### src/rtl/uart_pkg.sv
// uart_pkg: shared definitions for the 8-bit UART transmit path (and the
// future uart_rx8): state encoding, serial line levels and frame geometry.
package uart_pkg;

    // Frame phases; PARITY is only reachable when UART_TX8_PARITY_EN is defined.
    typedef enum logic [2:0] {
        IDLE   = 3'd0,
        START  = 3'd1,
        DATA   = 3'd2,
        PARITY = 3'd3,
        STOP   = 3'd4
    } state_e;

    // Serial line levels.
    localparam logic START_LVL = 1'b0;
    localparam logic STOP_LVL  = 1'b1;
    localparam logic IDLE_LVL  = 1'b1;

    // Frame geometry.
    localparam int DATA_BITS = 8;
    localparam int BIT_IDX_W = $clog2(DATA_BITS);

    // Bit timer width; wide enough for CLKS_PER_BIT up to 255.
    localparam int TIMER_W = 8;

endpackage : uart_pkg

### src/rtl/uart_tx8_if.sv
// uart_tx8_if: valid/ready byte handshake into the UART transmitter.
// The producer uses the master modport, the transmitter the slave modport.
interface uart_tx8_if;

    logic [7:0] tx_in;     // byte to send, sampled only on acceptance
    logic       tx_valid;  // tx_in holds a byte to send
    logic       tx_ready;  // transmitter can accept a byte

    modport master (
        output tx_in,
        output tx_valid,
        input  tx_ready
    );

    modport slave (
        input  tx_in,
        input  tx_valid,
        output tx_ready
    );

endinterface : uart_tx8_if

### src/rtl/bit_timer.sv
// bit_timer: counts CLKS_PER_BIT clock cycles per serial bit and pulses
// bit_end on the last cycle of each bit period. Holds while En is low and
// is forced to zero while clear is high. Shared with the receive side.
module bit_timer
    import uart_pkg::*;
#(
    parameter int CLKS_PER_BIT = 4  // legal range 1..255
) (
    input  logic Clk,
    input  logic Res,      // asynchronous, active-low
    input  logic En,
    input  logic clear,
    output logic bit_end
);

    localparam logic [TIMER_W-1:0] LAST = TIMER_W'(CLKS_PER_BIT - 1);

    logic [TIMER_W-1:0] cnt_q;
    logic [TIMER_W-1:0] cnt_d;

    // Next count: clear wins, otherwise advance and wrap at the end of a bit.
    always_comb begin
        // NOTE: default first so every path assigns cnt_d and no latch is inferred.
        cnt_d = cnt_q;
        if (clear) begin
            cnt_d = '0;
        end else if (En) begin
            cnt_d = (cnt_q == LAST) ? '0 : cnt_q + TIMER_W'(1);
        end
    end

    // The bit period ends on the edge where the count sits at LAST with En high.
    assign bit_end = En & ~clear & (cnt_q == LAST);

    // Count register.
    always_ff @(posedge Clk or negedge Res) begin
        if (!Res) begin
            cnt_q <= '0;
        end else begin
            // NOTE: non-blocking so every register samples pre-edge values.
            cnt_q <= cnt_d;
        end
    end

endmodule : bit_timer

### src/rtl/uart_tx8.sv
// uart_tx8: 8-bit parallel-in, serial-out frame transmitter.
// Frame is 8N1 by default: start 0, eight data bits LSB first, stop 1.
// Defining UART_TX8_PARITY_EN inserts an even-parity bit before the stop
// bit (8E1, 11 bit periods per frame).
// Bytes arrive over a valid/ready handshake; tx_out and busy are registered.
module uart_tx8
    import uart_pkg::*;
#(
    parameter int CLKS_PER_BIT = 4  // legal range 1..255
) (
    input  logic       Clk,
    input  logic       Res,      // asynchronous, active-low
    input  logic       En,       // global enable; low freezes everything
    uart_tx8_if.slave  bus,
    output logic       tx_out,   // serial line, idles high
    output logic       busy      // a frame is in progress
);

    state_e                 state_q;
    logic [DATA_BITS-1:0]   shreg_q;
    logic [BIT_IDX_W-1:0]   bit_idx_q;
    logic                   tx_out_q;
    logic                   busy_q;
`ifdef UART_TX8_PARITY_EN
    logic                   parity_q;
`endif

    logic accept;
    logic bit_end;
    logic timer_clear;

    // Ready only while idle, enabled and out of reset; reset forces it low
    // without waiting for a clock edge.
    assign bus.tx_ready = (state_q == IDLE) & En & Res;
    assign accept       = bus.tx_valid & bus.tx_ready;

    // The timer sits at zero while idle, so each frame starts a fresh bit period.
    assign timer_clear  = (state_q == IDLE);

    bit_timer #(
        .CLKS_PER_BIT (CLKS_PER_BIT)
    ) u_bit_timer (
        .Clk     (Clk),
        .Res     (Res),
        .En      (En),
        .clear   (timer_clear),
        .bit_end (bit_end)
    );

    // Frame sequencer: state, shift register, bit index and registered line outputs.
    // Every transition needs accept or bit_end, both of which include En, so
    // En low freezes the frame and stretches the current bit.
    always_ff @(posedge Clk or negedge Res) begin
        if (!Res) begin
            // NOTE: the shift register is reset along with control so an aborted
            // frame leaves no stale data behind.
            state_q   <= IDLE;
            shreg_q   <= '0;
            bit_idx_q <= '0;
            tx_out_q  <= IDLE_LVL;
            busy_q    <= 1'b0;
`ifdef UART_TX8_PARITY_EN
            parity_q  <= 1'b0;
`endif
        end else begin
            case (state_q)
                IDLE: begin
                    if (accept) begin
                        shreg_q   <= bus.tx_in;
                        bit_idx_q <= '0;
                        state_q   <= START;
                        tx_out_q  <= START_LVL;
                        busy_q    <= 1'b1;
`ifdef UART_TX8_PARITY_EN
                        parity_q  <= ^bus.tx_in;
`endif
                    end
                end

                START: begin
                    if (bit_end) begin
                        state_q  <= DATA;
                        tx_out_q <= shreg_q[0];
                    end
                end

                DATA: begin
                    if (bit_end) begin
                        shreg_q <= {1'b0, shreg_q[DATA_BITS-1:1]};
                        if (bit_idx_q == BIT_IDX_W'(DATA_BITS - 1)) begin
                            bit_idx_q <= '0;
`ifdef UART_TX8_PARITY_EN
                            state_q   <= PARITY;
                            tx_out_q  <= parity_q;
`else
                            state_q   <= STOP;
                            tx_out_q  <= STOP_LVL;
`endif
                        end else begin
                            bit_idx_q <= bit_idx_q + BIT_IDX_W'(1);
                            // Next bit is the one that moves into position 0.
                            tx_out_q  <= shreg_q[1];
                        end
                    end
                end

`ifdef UART_TX8_PARITY_EN
                PARITY: begin
                    if (bit_end) begin
                        state_q  <= STOP;
                        tx_out_q <= STOP_LVL;
                    end
                end
`endif

                STOP: begin
                    if (bit_end) begin
                        state_q  <= IDLE;
                        tx_out_q <= IDLE_LVL;
                        busy_q   <= 1'b0;
                    end
                end

                default: begin
                    // Unreachable encodings fall back to an idle line.
                    state_q  <= IDLE;
                    tx_out_q <= IDLE_LVL;
                    busy_q   <= 1'b0;
                end
            endcase
        end
    end

    assign tx_out = tx_out_q;
    assign busy   = busy_q;

endmodule : uart_tx8

### src/flat_wrapper.sv
// flat-port wrapper written by rule: the top's interface ports become plain ports
module uart_tx8_flat import uart_pkg::*;
#(
    parameter int CLKS_PER_BIT = 4                       
)
  (Clk, Res, En, tx_out, busy, bus_tx_in, bus_tx_valid, bus_tx_ready);
  uart_tx8_if bus_i ();
  input  logic Clk;
  input  logic Res;
  input  logic En;
  output logic tx_out;
  output logic busy;
  input wire logic [$bits(bus_i.tx_in)-1:0] bus_tx_in;
  input wire logic [$bits(bus_i.tx_valid)-1:0] bus_tx_valid;
  output wire logic [$bits(bus_i.tx_ready)-1:0] bus_tx_ready;
  assign bus_i.tx_in = bus_tx_in;
  assign bus_i.tx_valid = bus_tx_valid;
  assign bus_tx_ready = bus_i.tx_ready;
  uart_tx8 #(.CLKS_PER_BIT(CLKS_PER_BIT)) u_core (.Clk(Clk), .Res(Res), .En(En), .bus(bus_i), .tx_out(tx_out), .busy(busy));
endmodule
### config.mk
export PLATFORM = sky130hd
export DESIGN_NAME = uart_tx8_flat
export DESIGN_NICKNAME = d
export VERILOG_FILES = /design/src/rtl/uart_pkg.sv /design/src/rtl/uart_tx8_if.sv /design/src/rtl/bit_timer.sv /design/src/rtl/uart_tx8.sv /design/src/flat_wrapper.sv
export SDC_FILE = /design/constraint.sdc
export NUM_CORES = 1
export LEC_CHECK = 0
export ABC_AREA = 1
export BUFFER_PORTS_ARGS = -buffer_cell sky130_fd_sc_hd__buf_4
export CORE_ASPECT_RATIO = 0.75
export CORE_MARGIN = 2
export CORE_UTILIZATION = 57
export CTS_CLUSTER_DIAMETER = 60
export DETAILED_ROUTE_END_ITERATION = 8
export PLACE_DENSITY_LB_ADDON = 0.1
export SYNTH_ARGS = -nofsm -noshare
export SYNTH_HDL_FRONTEND = slang
export SYNTH_SLANG_ARGS = --single-unit
### constraint.sdc
create_clock -name Clk -period 1.7 [get_ports Clk]
set_input_delay 0 -clock Clk [delete_from_list [all_inputs] [get_ports Clk]]
set_output_delay 0 -clock Clk [all_outputs]
set_load 0.05 [all_outputs]
* After elaboration in Yosys (flattened, before gate mapping)
Cells that the tools add are included.
Storage, ports and cells: bits in read-only memories 0, bits in writable memories 0, memories kept 0, latch bits 0, logic and storage cells 58, bits in registers 24, input bits 12
Operators by class: magnitude comparators 0, shift operators 0, bitwise logic cells 7, multiplexer cells 25, divide/modulo/power cells 0, add/subtract/negate cells 2, multiply operators 0, eq/ne operators 10, reduce and logical (&&, ||, !) cells 8
Operators by type and width (count):
- $mux W8 | 5
- $mux W3 | 8
- $pmux W8 S2 | 1
- $pmux W3 S4 | 1
- $ne A2 B1 Y1 const B | 5
- $add A8 B1 Y8 const B | 1
- $eq A8 B2 Y1 const B | 1
- $mux W1 | 7
- $eq A3 B3 Y1 const B | 2
- $pmux W3 S2 | 1
- $reduce_and A3 Y1 | 2
- $and A1 B1 Y1 | 5
- $reduce_and A5 Y1 | 1
- $pmux W1 S4 | 1
- $reduce_and A4 Y1 | 1
- $reduce_bool A2 Y1 | 2
- $add A3 B1 Y3 const B | 1
- $eq A3 B1 Y1 const B | 1
- $eq A3 B2 Y1 const B | 1
- $logic_not A3 Y1 | 1
- $pmux W1 S3 | 1
- $not A1 Y1 | 2
- $reduce_or A2 Y1 | 1

* Depth between registers and ports, before layout
Gate-level depths: netlist (run 1).
word-level depth 6, depth in mapped cells 9, depth with buffers taken out 8

* Cells and area by module
From an unflattened synthesis (run 1), not the netlist that was laid out.
Second synthesis, totals: cells, all modules 191, area, all modules 1396.3 sq um
Modules (own cells, without submodules):
- uart_tx8 | times used 1, area an instance 923.4 sq um, cells each 122
- bit_timer | times used 1, area an instance 473.0 sq um, cells each 69

* Worst setup path after synthesis (run 1)
OpenSTA, ideal clock, no wires.
kind reg-to-reg, start reg u_core.state_q[1], end reg u_core.busy_q (netlist: u_core.busy), setup slack 0.025 ns, path buffers 0, data arrival time 1.606 ns, cell stages (with the launch flop) 6, cell sequence dfrtp_1 -> nor2_2 -> nand2_2 -> nor2_1 -> nand2_1 -> nand2_1
Between the ends: longest elaborated chain between the ends 6, elaborated cells on any way between the ends 16, classes of those cells eq/ne: 5; mux: 1; bitwise: 7; reduce/logical: 3
RTL lines:
- from (decl) | line uart_tx8.sv:19 | state_e state_q;
- from (signal assigned) | line uart_tx8.sv:57 | state_q <= IDLE;
- from (signal assigned) | line uart_tx8.sv:71 | state_q <= START;
- from (signal assigned) | line uart_tx8.sv:82 | state_q <= DATA;
- $logic_not A3 Y1 | line uart_tx8.sv:34 | assign bus.tx_ready = (state_q == IDLE) & En & Res;
- $and A1 B1 Y1 (2 in a row) | line uart_tx8.sv:34
- net bus_tx_ready | line flat_wrapper.sv:15 | output wire logic [$bits(bus_i.tx_ready)-1:0] bus_tx_ready;
- $and A1 B1 Y1 | line uart_tx8.sv:35 | assign accept = bus.tx_valid & bus.tx_ready;
- $ne A2 B1 Y1 (no line)
- $reduce_and A3 Y1 (no line)
- to (signal assigned) | line uart_tx8.sv:61 | busy_q <= 1'b0;
- to (signal assigned) | line uart_tx8.sv:73 | busy_q <= 1'b1;
- to (signal assigned) | line uart_tx8.sv:120 | busy_q <= 1'b0;
- to (decl) | line uart_tx8.sv:23 | logic busy_q;
The timed path passes the listed nets, and every way through them passes these cells. A chain may end at the register's enable or synchronous reset.

* Worst setup path after layout (run 1)
start reg u_core.u_bit_timer.cnt_q[1], end reg u_core.bit_idx_q[2]
Between the ends: longest elaborated chain between the ends 4
RTL lines:
- from (decl) | line bit_timer.sv:18 | logic [TIMER_W-1:0] cnt_q;
- from (signal assigned) | line bit_timer.sv:41 | cnt_q <= cnt_d;
- $eq A8 B2 Y1 | line bit_timer.sv:33 | assign bit_end = En & ~clear & (cnt_q == LAST);
- $and A1 B1 Y1 | line bit_timer.sv:33
- $ne A2 B1 Y1 (no line)
- $reduce_and A3 Y1 (no line)
- to (signal assigned) | line uart_tx8.sv:100 | bit_idx_q <= bit_idx_q + BIT_IDX_W'(1);
- to (decl) | line uart_tx8.sv:21 | logic [BIT_IDX_W-1:0] bit_idx_q;
No other way between the ends.

==> results of run 1 <==
==> synthesized netlist by cell type, drive strengths merged <==
cell type	number	area, um^2
nand4	3	18.8
o211ai	1	7.51
nand3	9	50.1
inv	12	45.0
nand3b	2	15.0
ha	3	37.5
dfrtp	23	576
nand2	47	191
o22ai	1	6.26
buf	3	30.0
o21ai	18	135
mux2i	7	70.1
dfstp	1	26.3
xor2	1	8.76
or2	2	12.5
nor2	11	51.3
a21oi	6	33.8
nor3	2	21.3
==> metrics by stage <==
stage	instance area [um^2]	total power, uW	hold WS [ns]	util, %	setup slack, ns
floorplan	1340	1770	-0.296	-	0.0245
finish	1620	2320	0.0761	71.8	0.0786
global route	1620	2510	0.0919	71.8	0.00446
CTS	1600	2300	0.0671	71.2	0.0330
detailed placement	1480	2020	0.00678	65.6	0.0620
global placement	1480	1980	0.00881	65.6	0.166
==> how the worst min path moves through the flow <==
stage                     startpoint                          end  slack, ns
after floorplan                  Res          u_core.bit_idx_q[0]      -0.30
after global placement           Res            u_core.state_q[0]      0.009
after detailed placement         Res                  u_core.busy      0.007
after CTS                         En                  u_core.busy       0.07
after global routing              En  u_core.u_bit_timer.cnt_q[1]       0.09
final                             En            u_core.state_q[0]       0.08
==> report_power, final <==
group	switching [uW]	internal [uW]	total (uW)
sequential	126	749	876
clock	167	92.0	259
combinational	725	456	1180
==> cell families after synthesis <==
family,Yosys count
flops,24
mux,7
compound gates,26
simple gates,76
buf+inv,15
fa+ha+maj,3
xor+xnor,1
==> metal layers <==
| layer | vias up | share of wire [%] | GRT usage (%) | wire [um] |
|---|---|---|---|---|
| li1 | 560 | - | - | - |
| met1 | 527 | 46 | 29.6 | 1200 |
| met2 | 25 | 48 | 39.3 | 1260 |
| met3 | 4 | 4.4 | 5.97 | 114 |
| met4 | 0 | 0.81 | 5.78 | 21 |
| met5 | - | 0 | 0 | 0 |
==> critical path, delay by kind of cell, from the launching register on <==
family / cells / cell delay, ns
fa+ha+maj: 1 / 0.18
flops: 1 / 0.45
compound gates: 2 / 0.19
buf+inv: 1 / 0.16
simple gates: 5 / 0.54
==> flip-flops by register name, summed over array words and instances, names as in the netlist <==
name                      cells
u_core.shreg_q                8
u_core.u_bit_timer.cnt_q      8
u_core.bit_idx_q              3
u_core.state_q                3
u_core.busy                   1
u_core.tx_out                 1
==> layout make-up <==
cell class / count / share of cell area, %
clock buffers: 4 / 1.63
inverters: 12 / 2.79
multi-input cells: 113 / 41.6
flip-flops and latches: 24 / 37.2
well taps: 25 / 1.93
repair buffers: 27 / 14.9
==> repair_timing <==
action                     4_1_cts  5_1_grt
gates resized for setup          0        2
hold buffers                    10        0
hold endpoints to repair        34        0
setup endpoints to repair        0       10
==> qor_table.md, run 1 <==
| Item | This run |
|---|---|
| Largest family of logic cells by synthesized area | simple AND/OR/NAND/NOR gates |
| Ratio of cells with drive above 1 in the final layout | 27.2% |
| Compound-Gate Fraction of Synth Area | 13.7% |
| Number of warnings reported in the yosys synthesis log | 0 |
| Max-Cap Viols | 0 |
| Reg-to-reg critical path startpoint | u_core.u_bit_timer.cnt_q[1] |
| Routed Wire Length | 2590 um |
| CP max stage cell | sky130_fd_sc_hd__dfrtp_1 |
| Vertical die dimension | 45.9 um |
| Final net count | 196 |
| Cell Area, Synth | 0.00134 mm^2 |
| Most frequent cells in the layout | sky130_fd_sc_hd__nand2_1 (41), sky130_fd_sc_hd__dfrtp_1 (23), sky130_fd_sc_hd__buf_4 (16) |
| Final setup violation count | 0 |
| Initial antenna violation count | 0 |
| Synth-to-layout area growth | 21.0% |
| Buffers added on ports | 14 |
| Outcome | finished, final reports clean |
| Maximum vdd drop | 0.000743 V |
| Transition time at the pin with the least slew margin | 0.328 ns |
| Delay of the slowest critical-path stage | 0.45 ns |
| Std-Cell Core Area | 0.00225 mm^2 |
| Clock latency on the worst-skew pair | 0.32 ns |
| Starting density of the core | 59.3% |
| Post-Synth Adder-Cell Area | 2.81% |
| Final clock skew | 0.00308 ns |
| Worst Path Required | 1.92 ns |
| Dpl cells | 191 |
| Netlist cell types | 28 |
| Cell-by-cell trace of the critical path | ha_4, nand3_2, nor2_4, nand2_2, o21ai_2, nand2_2, buf_12, nand2_1, o21ai_2 |
| DRC violation count after routing | 0 |
| Average wire length per cell after detail routing | 12.7 um |
| Overall global routing resource usage | 23.1% |
| Row Count | 15 |
| Clock slew at reported path FFs | 0.12 ns |
| FF-to-FF setup slack | 0.08 ns |
| Net Count, Synth | 167 |
| Routed vias | 1,116 |
| Gr ovfl total | 0 |
| Proportion of synthesized chip area in sequential cells | 45.0% |
| Commonest non-fill, non-tap cell in the layout | sky130_fd_sc_hd__nand2_1 |
| RSZ-0062 raised after global routing | no |
| Antenna Cells | 0 |
| Final Instance Count excl. Fillers | 205 |
| Portion of netlist area occupied by mux cells | 5.24% |
| Critical path startpoint | u_core.u_bit_timer.cnt_q[1] |
| CTS Buffer Depth | 2 |
| Total die area | 0.00275 mm^2 |
| Post-synthesis xor/xnor area fraction | 0.655% |
| Die Span X | 59.9 um |
| Cells after Synth | 152 |
| Power per unit of standard cell area | 1430 mW/mm^2 |
| Critical path endpoint | u_core.bit_idx_q[2] |
| Initial DRC count | 51 |
| Hold/Removal Path Class | primary input to flip-flop |
| Top-level port count | 15 |
| Startpoint type of the worst setup path | flip-flop |
| Root buffer cell | sky130_fd_sc_hd__clkbuf_4 |
| Vias in the first global route | 1,098 |
| Antenna-violating nets left | 0 |
| Via density | 5.44 |
| Data arrival time at the worst-slack endpoint | 1.84 ns |
| Sink Count | 24 |
| Final count of pins violating max slew | 0 |
| Average cell area after synthesis | 8.79 um^2 |
| Number of levels in the clock H-tree | 1 |
| Post-synthesis simple-gate area fraction | 27.0% |
| Kind of end point of the critical path | flip-flop |
| Setup total negative slack | 0 ns |
| Leakage | 0.000821 uW |
| Worst hold path cell count | 5 |
| Post-detail-place hpwl | 1880 um |
| Critical-path maximum fanout | 22 |
| Fmax | 0.617 GHz |
| Total of flip-flops plus latches after synthesis | 24 |
| Multi-input logic area | 672 um^2 |
| Final estimated routing congestion in global placement | 0.886 |
| Iteration count of the initial detailed-routing pass | 4 |
| CTS tree | done |
| Wire length of the first global-routing pass | 4630 um |
| Final period util | 95.4% |
| Number of hold-slack violations in the final timing report | 0 |
| Final worst path period need | 1.62 ns |
| Worst reg2reg path endpoint | u_core.bit_idx_q[2] |
| WS Path Type | flip-flop to flip-flop |
| Number of buffers inserted by post-CTS setup repair | 0 |
| Storage element area | 602 um^2 |
| Worst relative slew slack | 78.1% |
| Number of CTS-inserted buffers | 3 |
| Worst r2r path cells | 9 |
| Filler Cell Count | 164 |
| Pin count of the biggest net entering global routing | 25 |
(Power assumes the default switching activity.)
==> inputs of run 2 (changes only) <==
--- a/config.mk
+++ b/config.mk
@@ -15,4 +15,5 @@
 export PLACE_DENSITY_LB_ADDON = 0.1
 export SYNTH_ARGS = -nofsm -noshare
 export SYNTH_HDL_FRONTEND = slang
+export SYNTH_HIERARCHICAL = 1
 export SYNTH_SLANG_ARGS = --single-unit
==> qor_table.md, run 2 <==
| Item | This run |
|---|---|
| Number of CTS-inserted buffers | 3 |
| Share of flip-flops with an asynchronous set or reset | 100% |
| Pin count of the biggest net entering global routing | 26 |
| Overall global routing resource usage | 22.7% |
| Ratio of cells with drive above 1 in the final layout | 22.9% |
| Final worst path period need | 1.63 ns |
| Cell with the most instances on the worst path | sky130_fd_sc_hd__nand2_1 |
| Most frequent cells after synthesis | sky130_fd_sc_hd__nand2_1 (64), sky130_fd_sc_hd__inv_1 (26), sky130_fd_sc_hd__dfrtp_1 (23) |
| Delay of the slowest critical-path stage | 0.44 ns |
| Number of levels in the clock H-tree | 1 |
| Combinational power share | 56.0% |
| Die Span X | 61.2 um |
| Root buffer cell | sky130_fd_sc_hd__clkbuf_4 |
| Final estimated routing congestion in global placement | 0.940 |
| Wl on met1 | 1400 um |
| Final setup violation count | 0 |
| Clock slew at reported path FFs | 0.13 ns |
| Initial antenna violation count | 0 |
| Area share of the leading cell type in the synthesized netlist | 41.2% |
| Routed Wire Length | 3250 um |
| Synth-to-layout area growth | 31.2% |
| Via density | 5.09 |
| Cells after Synth | 191 |
| Sum of met3 wire segment lengths after detailed routing | 222 um |
| Wire length of the first global-routing pass | 4770 um |
| Sink Count | 24 |
| CP max stage cell | sky130_fd_sc_hd__dfrtp_1 |
| Outcome | finished, final reports clean |
| Switching Power | 1270 uW |
| Net Count, Synth | 206 |
| Fmax | 0.612 GHz |
| Antenna-violating nets left | 0 |
| Std-Cell Core Area | 0.00231 mm^2 |
| Portion of netlist area occupied by mux cells | 0% |
| Iteration count of the initial detailed-routing pass | 4 |
| Data arrival time at the worst-slack endpoint | 1.86 ns |
| Cell with the most instances after synthesis | sky130_fd_sc_hd__nand2_1 |
| Final WS setup | 0.0652 ns |
| Total of flip-flops plus latches after synthesis | 24 |
| Final period util | 96.2% |
| Share of total power in the clock network | 14.4% |
| Power per unit of standard cell area | 1570 mW/mm^2 |
| Max-Cap Viols | 0 |
| Initial DRC count | 107 |
| Final clock skew | 0.00215 ns |
| CTS Buffer Depth | 2 |
| CTS tree | done |
| Design internal power | 1610 uW |
| Gr ovfl total | 0 |
| Setup total negative slack | 0 ns |
| Row Count | 15 |
| Post-Synth Adder-Cell Area | 2.69% |
| WS Path Type | flip-flop to flip-flop |
| Total die area | 0.00287 mm^2 |
| Clock latency on the worst-skew pair | 0.31 ns |
| Critical-path maximum fanout | 11 |
| Post-synthesis xor/xnor area fraction | 1.25% |
| Final count of pins violating max slew | 0 |
| DRC violation count after routing | 0 |
| Post-Route Utilization | 79.3% |
| Most frequent cells in the layout | sky130_fd_sc_hd__nand2_1 (61), sky130_fd_sc_hd__buf_4 (28), sky130_fd_sc_hd__inv_1 (25) |
| Netlist cell types | 20 |
| Commonest non-fill, non-tap cell in the layout | sky130_fd_sc_hd__nand2_1 |
| Hold/Removal Path Class | primary input to flip-flop |
| Buffers added on ports | 14 |
| Post-synthesis simple-gate area fraction | 31.8% |
| Cell Area, Synth | 0.00140 mm^2 |
| Number of warnings reported in the yosys synthesis log | 6 |
| Switching power as a share of total power | 44.0% |
| Proportion of synthesized chip area in sequential cells | 43.1% |
| Vertical die dimension | 46.9 um |
| Sequential share of power | 29.6% |
| Post-synth top area cell | sky130_fd_sc_hd__dfrtp_1 |
| Filler Cell Count | 176 |
| Total length of routed met2 wires | 1580 um |
| Top-level port count | 15 |
| Main synth FF type | sky130_fd_sc_hd__dfrtp_1 |
| Post-synth EDFFs | 0 |
| Cell-by-cell trace of the critical path | nor2_4, nand2_1, inv_2, inv_1, nand2_2, nor3_4, buf_4, o21ai_4, inv_4, nand2_8, nand2_1, o21a_1 |
| Power Total | 2880 uW |
| Average cell area after synthesis | 7.31 um^2 |
| Minimum setup slack after placement | -0.0421 ns |
| Vias in the first global route | 1,186 |
| Starting density of the core | 60.5% |
| Maximum vdd drop | 0.000848 V |
| Worst relative slew slack | 79.2% |
| Routed vias | 1,350 |
| Transition time at the pin with the least slew margin | 0.312 ns |
| Kind of end point of the critical path | flip-flop |
| Antenna Cells | 0 |
| Worst Path Required | 1.92 ns |
| Startpoint type of the worst setup path | flip-flop |
| Largest family of logic cells by synthesized area | simple AND/OR/NAND/NOR gates |
| Leakage | 0.000969 uW |
| Largest registers ranked by flip-flop count | u_core/shreg_q (8), u_core/u_bit_timer/cnt_q (8) |
| Highest signal layer in the routed design | met4 |
| Largest cells by area after synthesis | sky130_fd_sc_hd__dfrtp_1 (41%), sky130_fd_sc_hd__nand2_1 (17%), sky130_fd_sc_hd__inv_1 (7.0%), sky130_fd_sc_hd__nand3_1 (5.4%), sky130_fd_sc_hd__o21ai_0 (5.0%) |
| Number of hold-slack violations in the final timing report | 0 |
| Average wire length per cell after detail routing | 12.3 um |
| Final net count | 247 |
| Post-detail-place hpwl | 2140 um |
| Compound-Gate Fraction of Synth Area | 11.2% |
==> run 2: cell count changes after synthesis, sizes merged, moves of 2 or more <==
cell,change
a21oi,-6
nand2,+19
nor2,+8
o21a,+7
or2,-2
nand3,+7
o21ai,+2
inv,+16
nand4,-3
mux2i,-7
==> run 2: routing by layer <==
layer,global-route usage (%),up-vias
met5,0,-
met4,4.35,0
met3,5.23,8
met2,39.6,64
met1,29.4,601
li1,-,677
==> run 2: worst paths after layout <==
kind	startpoint	end	slack, ns	cells after the start
max	u_core/state_q[0]	u_core/shreg_q[5]	0.07	12
min reg2reg	u_core/tx_out	u_core/tx_out	0.49	2
min	bus_tx_in[2]	u_core/shreg_q[2]	0.006	4
min in group asynchronous	Res	u_core/u_bit_timer/cnt_q[7]	0.19	3
max in group asynchronous	Res	u_core/tx_out	1.22	3
max reg2reg	u_core/state_q[0]	u_core/shreg_q[5]	0.07	12
==> run 2: stage by stage <==
step	cell area [um^2]	hold slack, ns	cells
floorplan	1400	-0.296	191
global placement	1590	0.0111	246
detailed placement	1590	0.0155	246
CTS	1740	0.00102	259
global route	1830	0.0219	265
finish	1830	0.00628	265
==> run 2: repair_timing <==
item	CTS	global route
endpoints found under the hold margin	32	0
pin swaps	0	1
hold buffers	9	0
cloned	0	2
buffers inserted	0	4
gates resized for setup	2	12
setup endpoints to repair	13	14
==> run 2: final cells by class <==
cell class | count | area (um^2) | area share [%]
clock buffer | 3 | 22.5 | 1.23
clock inverter | 1 | 30.0 | 1.64
inverter | 28 | 108 | 5.87
multi-input combinational | 138 | 726 | 39.6
sequential | 24 | 603 | 32.9
tap | 34 | 42.5 | 2.32
timing repair buffer | 37 | 300 | 16.4
==> run 2: power by group through the flow <==
stage | logic [uW] | clock network (uW) | registers, uW
finish | 1610 | 415 | 853
global route | 1770 | 435 | 871
CTS | 1360 | 422 | 851
detailed placement | 1310 | 0 | 863
global placement | 1260 | 0 | 859
floorplan | 945 | 0 | 930
==> run 2: worst max-delay path: cells and delay by family (launching register included) <==
family,cells,cell delay [ns]
buf+inv,4,0.33
flops,1,0.44
simple gates,6,0.49
compound gates,2,0.28
==> run 2: kinds of logic after synthesis <==
group	after synthesis
and+or+nand+nor	104
buffers and inverters	31
AOI/OAI and AO/OA	27
DFF	24
adders and majority gates	3
xor gates and xnor gates	2
==> inputs of run 3 (changes only) <==
--- a/config.mk
+++ b/config.mk
@@ -11,7 +11,9 @@
 export CORE_MARGIN = 2
 export CORE_UTILIZATION = 57
 export CTS_CLUSTER_DIAMETER = 60
+export CTS_CLUSTER_SIZE = 16
 export DETAILED_ROUTE_END_ITERATION = 8
+export HOLD_SLACK_MARGIN = 0.02
 export PLACE_DENSITY_LB_ADDON = 0.1
 export SYNTH_ARGS = -nofsm -noshare
 export SYNTH_HDL_FRONTEND = slang
==> qor_table.md, run 3 (synthesized netlist as in run 2, its figures left out) <==
| Item | This run |
|---|---|
| CP max stage cell | sky130_fd_sc_hd__dfrtp_1 |
| Critical path buffers and inverters | 4 |
| Number of CTS-inserted buffers | 3 |
| Critical-path maximum fanout | 11 |
| Wire length of the first global-routing pass | 4890 um |
| Maximum vdd drop | 0.000770 V |
| Max-Cap Viols | 0 |
| Final clock skew | 0.00170 ns |
| Dpl cells | 246 |
| Final count of pins violating max slew | 0 |
| Cell with the most instances on the worst path | sky130_fd_sc_hd__nand2_1 |
| Root buffer cell | sky130_fd_sc_hd__clkbuf_4 |
| Startpoint type of the worst setup path | flip-flop |
| Kind of end point of the critical path | flip-flop |
| Top-level port count | 15 |
| DRC violation count after routing | 0 |
| Number of hold-slack violations in the final timing report | 0 |
| Largest registers ranked by flip-flop count | u_core/shreg_q (8), u_core/u_bit_timer/cnt_q (8) |
| Antenna Cells | 0 |
| Clock latency on the worst-skew pair | 0.31 ns |
| Worst Path Required | 1.92 ns |
| Final setup violation count | 0 |
| Setup total negative slack | 0 ns |
| Initial DRC count | 104 |
| Power Total | 2910 uW |
| Iteration count of the initial detailed-routing pass | 4 |
| Average wire length per cell after detail routing | 12.5 um |
| Initial antenna violation count | 0 |
| Worst hold path cell count | 5 |
| Routed vias | 1,367 |
| Clock slew at reported path FFs | 0.13 ns |
| Depth of the critical timing path with buffers and inverters included | 12 |
| WS Path Type | flip-flop to flip-flop |
| Fmax | 0.606 GHz |
| Worst relative slew slack | 78.8% |
| Delay of the slowest critical-path stage | 0.44 ns |
| Total die area | 0.00287 mm^2 |
| Sink Count | 24 |
| Buffers added on ports | 14 |
| Final Instance Count excl. Fillers | 266 |
| Final worst path period need | 1.65 ns |
| Transition time at the pin with the least slew margin | 0.317 ns |
| Summed area of non-filler cells in the final layout | 0.00184 mm^2 |
| Hold/Removal Path Class | primary input to flip-flop |
| Row Count | 15 |
| Vias in the first global route | 1,218 |
| Ratio of cells with drive above 1 in the final layout | 22.8% |
| Power per unit of standard cell area | 1580 mW/mm^2 |
| Outcome | finished, final reports clean |
| Final net count | 248 |
| Most frequent cells in the layout | sky130_fd_sc_hd__nand2_1 (61), sky130_fd_sc_hd__buf_4 (28), sky130_fd_sc_hd__inv_1 (25) |
| Via density | 5.14 |
| Vertical die dimension | 46.9 um |
| Starting density of the core | 60.5% |
| Worst r2r path cells | 12 |
| Std-Cell Core Area | 0.00231 mm^2 |
| Dpl cell area | 0.00159 mm^2 |
| Routed Wire Length | 3330 um |
| Cell-by-cell trace of the critical path | nor2_4, nand2_1, inv_2, inv_1, nand2_2, nor3_4, buf_4, o21ai_4, inv_4, nand2_8, nand2_1, o21a_1 |
| Final period util | 97.0% |
| Post-detail-place hpwl | 2140 um |
| Data arrival time at the worst-slack endpoint | 1.87 ns |
| Antenna-violating nets left | 0 |
| Leakage | 0.000974 uW |
| Synth-to-layout area growth | 31.9% |
| Die Span X | 61.2 um |
| Pin count of the biggest net entering global routing | 26 |
| Gr ovfl total | 0 |
| Number of levels in the clock H-tree | 1 |
| Family with the most delay on the worst path | simple AND/OR/NAND/NOR gates |
| Final estimated routing congestion in global placement | 0.940 |
| CTS Buffer Depth | 2 |
| CTS tree | done |
| Commonest non-fill, non-tap cell in the layout | sky130_fd_sc_hd__nand2_1 |
| Overall global routing resource usage | 23.2% |
==> run 3: timing repair <==
action | CTS | global route
resized for setup | 2 | 12
pin swaps | 0 | 1
setup buffers | 0 | 4
hold buffers | 10 | 0
setup endpoints to repair | 13 | 14
hold endpoints to repair | 33 | 0
cloned | 0 | 2
==> run 3: power breakdown <==
part | internal, uW | switching [uW] | total, uW
sequential | 759 | 93.2 | 852
clock | 238 | 176 | 415
combinational | 616 | 1020 | 1640
total | 1610 | 1290 | 2910
==> run 3: stage by stage <==
stage | util, % | hold WS, ns | setup WS (ns)
floorplan | - | -0.296 | 0.0444
global placement | 68.9 | 0.0111 | 0.0516
finish | 79.8 | 0.0863 | 0.0502
detailed placement | 68.9 | 0.0155 | -0.0421
global route | 79.8 | 0.0998 | -0.0205
CTS | 76.0 | 0.0705 | 0.0218
==> run 3: worst register-to-register path, stage by stage, from the launching register on <==
cell                      delay (ns)
sky130_fd_sc_hd__dfrtp_1        0.44
sky130_fd_sc_hd__nor2_4         0.12
sky130_fd_sc_hd__nand2_1        0.08
sky130_fd_sc_hd__inv_2          0.07
sky130_fd_sc_hd__inv_1          0.05
sky130_fd_sc_hd__nand2_2        0.08
sky130_fd_sc_hd__nor3_4         0.05
sky130_fd_sc_hd__buf_4          0.14
sky130_fd_sc_hd__o21ai_4        0.16
sky130_fd_sc_hd__inv_4          0.09
sky130_fd_sc_hd__nand2_8        0.10
sky130_fd_sc_hd__nand2_1        0.08
sky130_fd_sc_hd__o21a_1         0.11
==> run 3: path summary, 6_finish.rpt <==
kind	start	endpoint	slack (ns)
min in group asynchronous	Res	u_core/u_bit_timer/cnt_q[7]	0.19
max in group asynchronous	Res	u_core/tx_out	1.21
hold / removal	En	u_core/state_q[0]	0.09
setup / recovery	u_core/state_q[0]	u_core/shreg_q[5]	0.05
hold reg to reg	u_core/tx_out	u_core/tx_out	0.49
setup reg to reg	u_core/state_q[0]	u_core/shreg_q[5]	0.05
==> run 3: per-layer routing <==
layer  part of all wire [%]  global-route usage, %
met2                     49                   40.2
met5                      0                      0
met1                     44                   29.5
met3                    5.6                   5.51
met4                    1.7                   6.09
==> run 3: layout make-up <==
cell class	count	area (um^2)
clock buffer	3	22.5
clock inverter	1	30.0
fill	167	467
inverter	28	108
multi-input combinational	138	726
sequential	24	603
tap	34	42.5
timing repair buffer	38	310
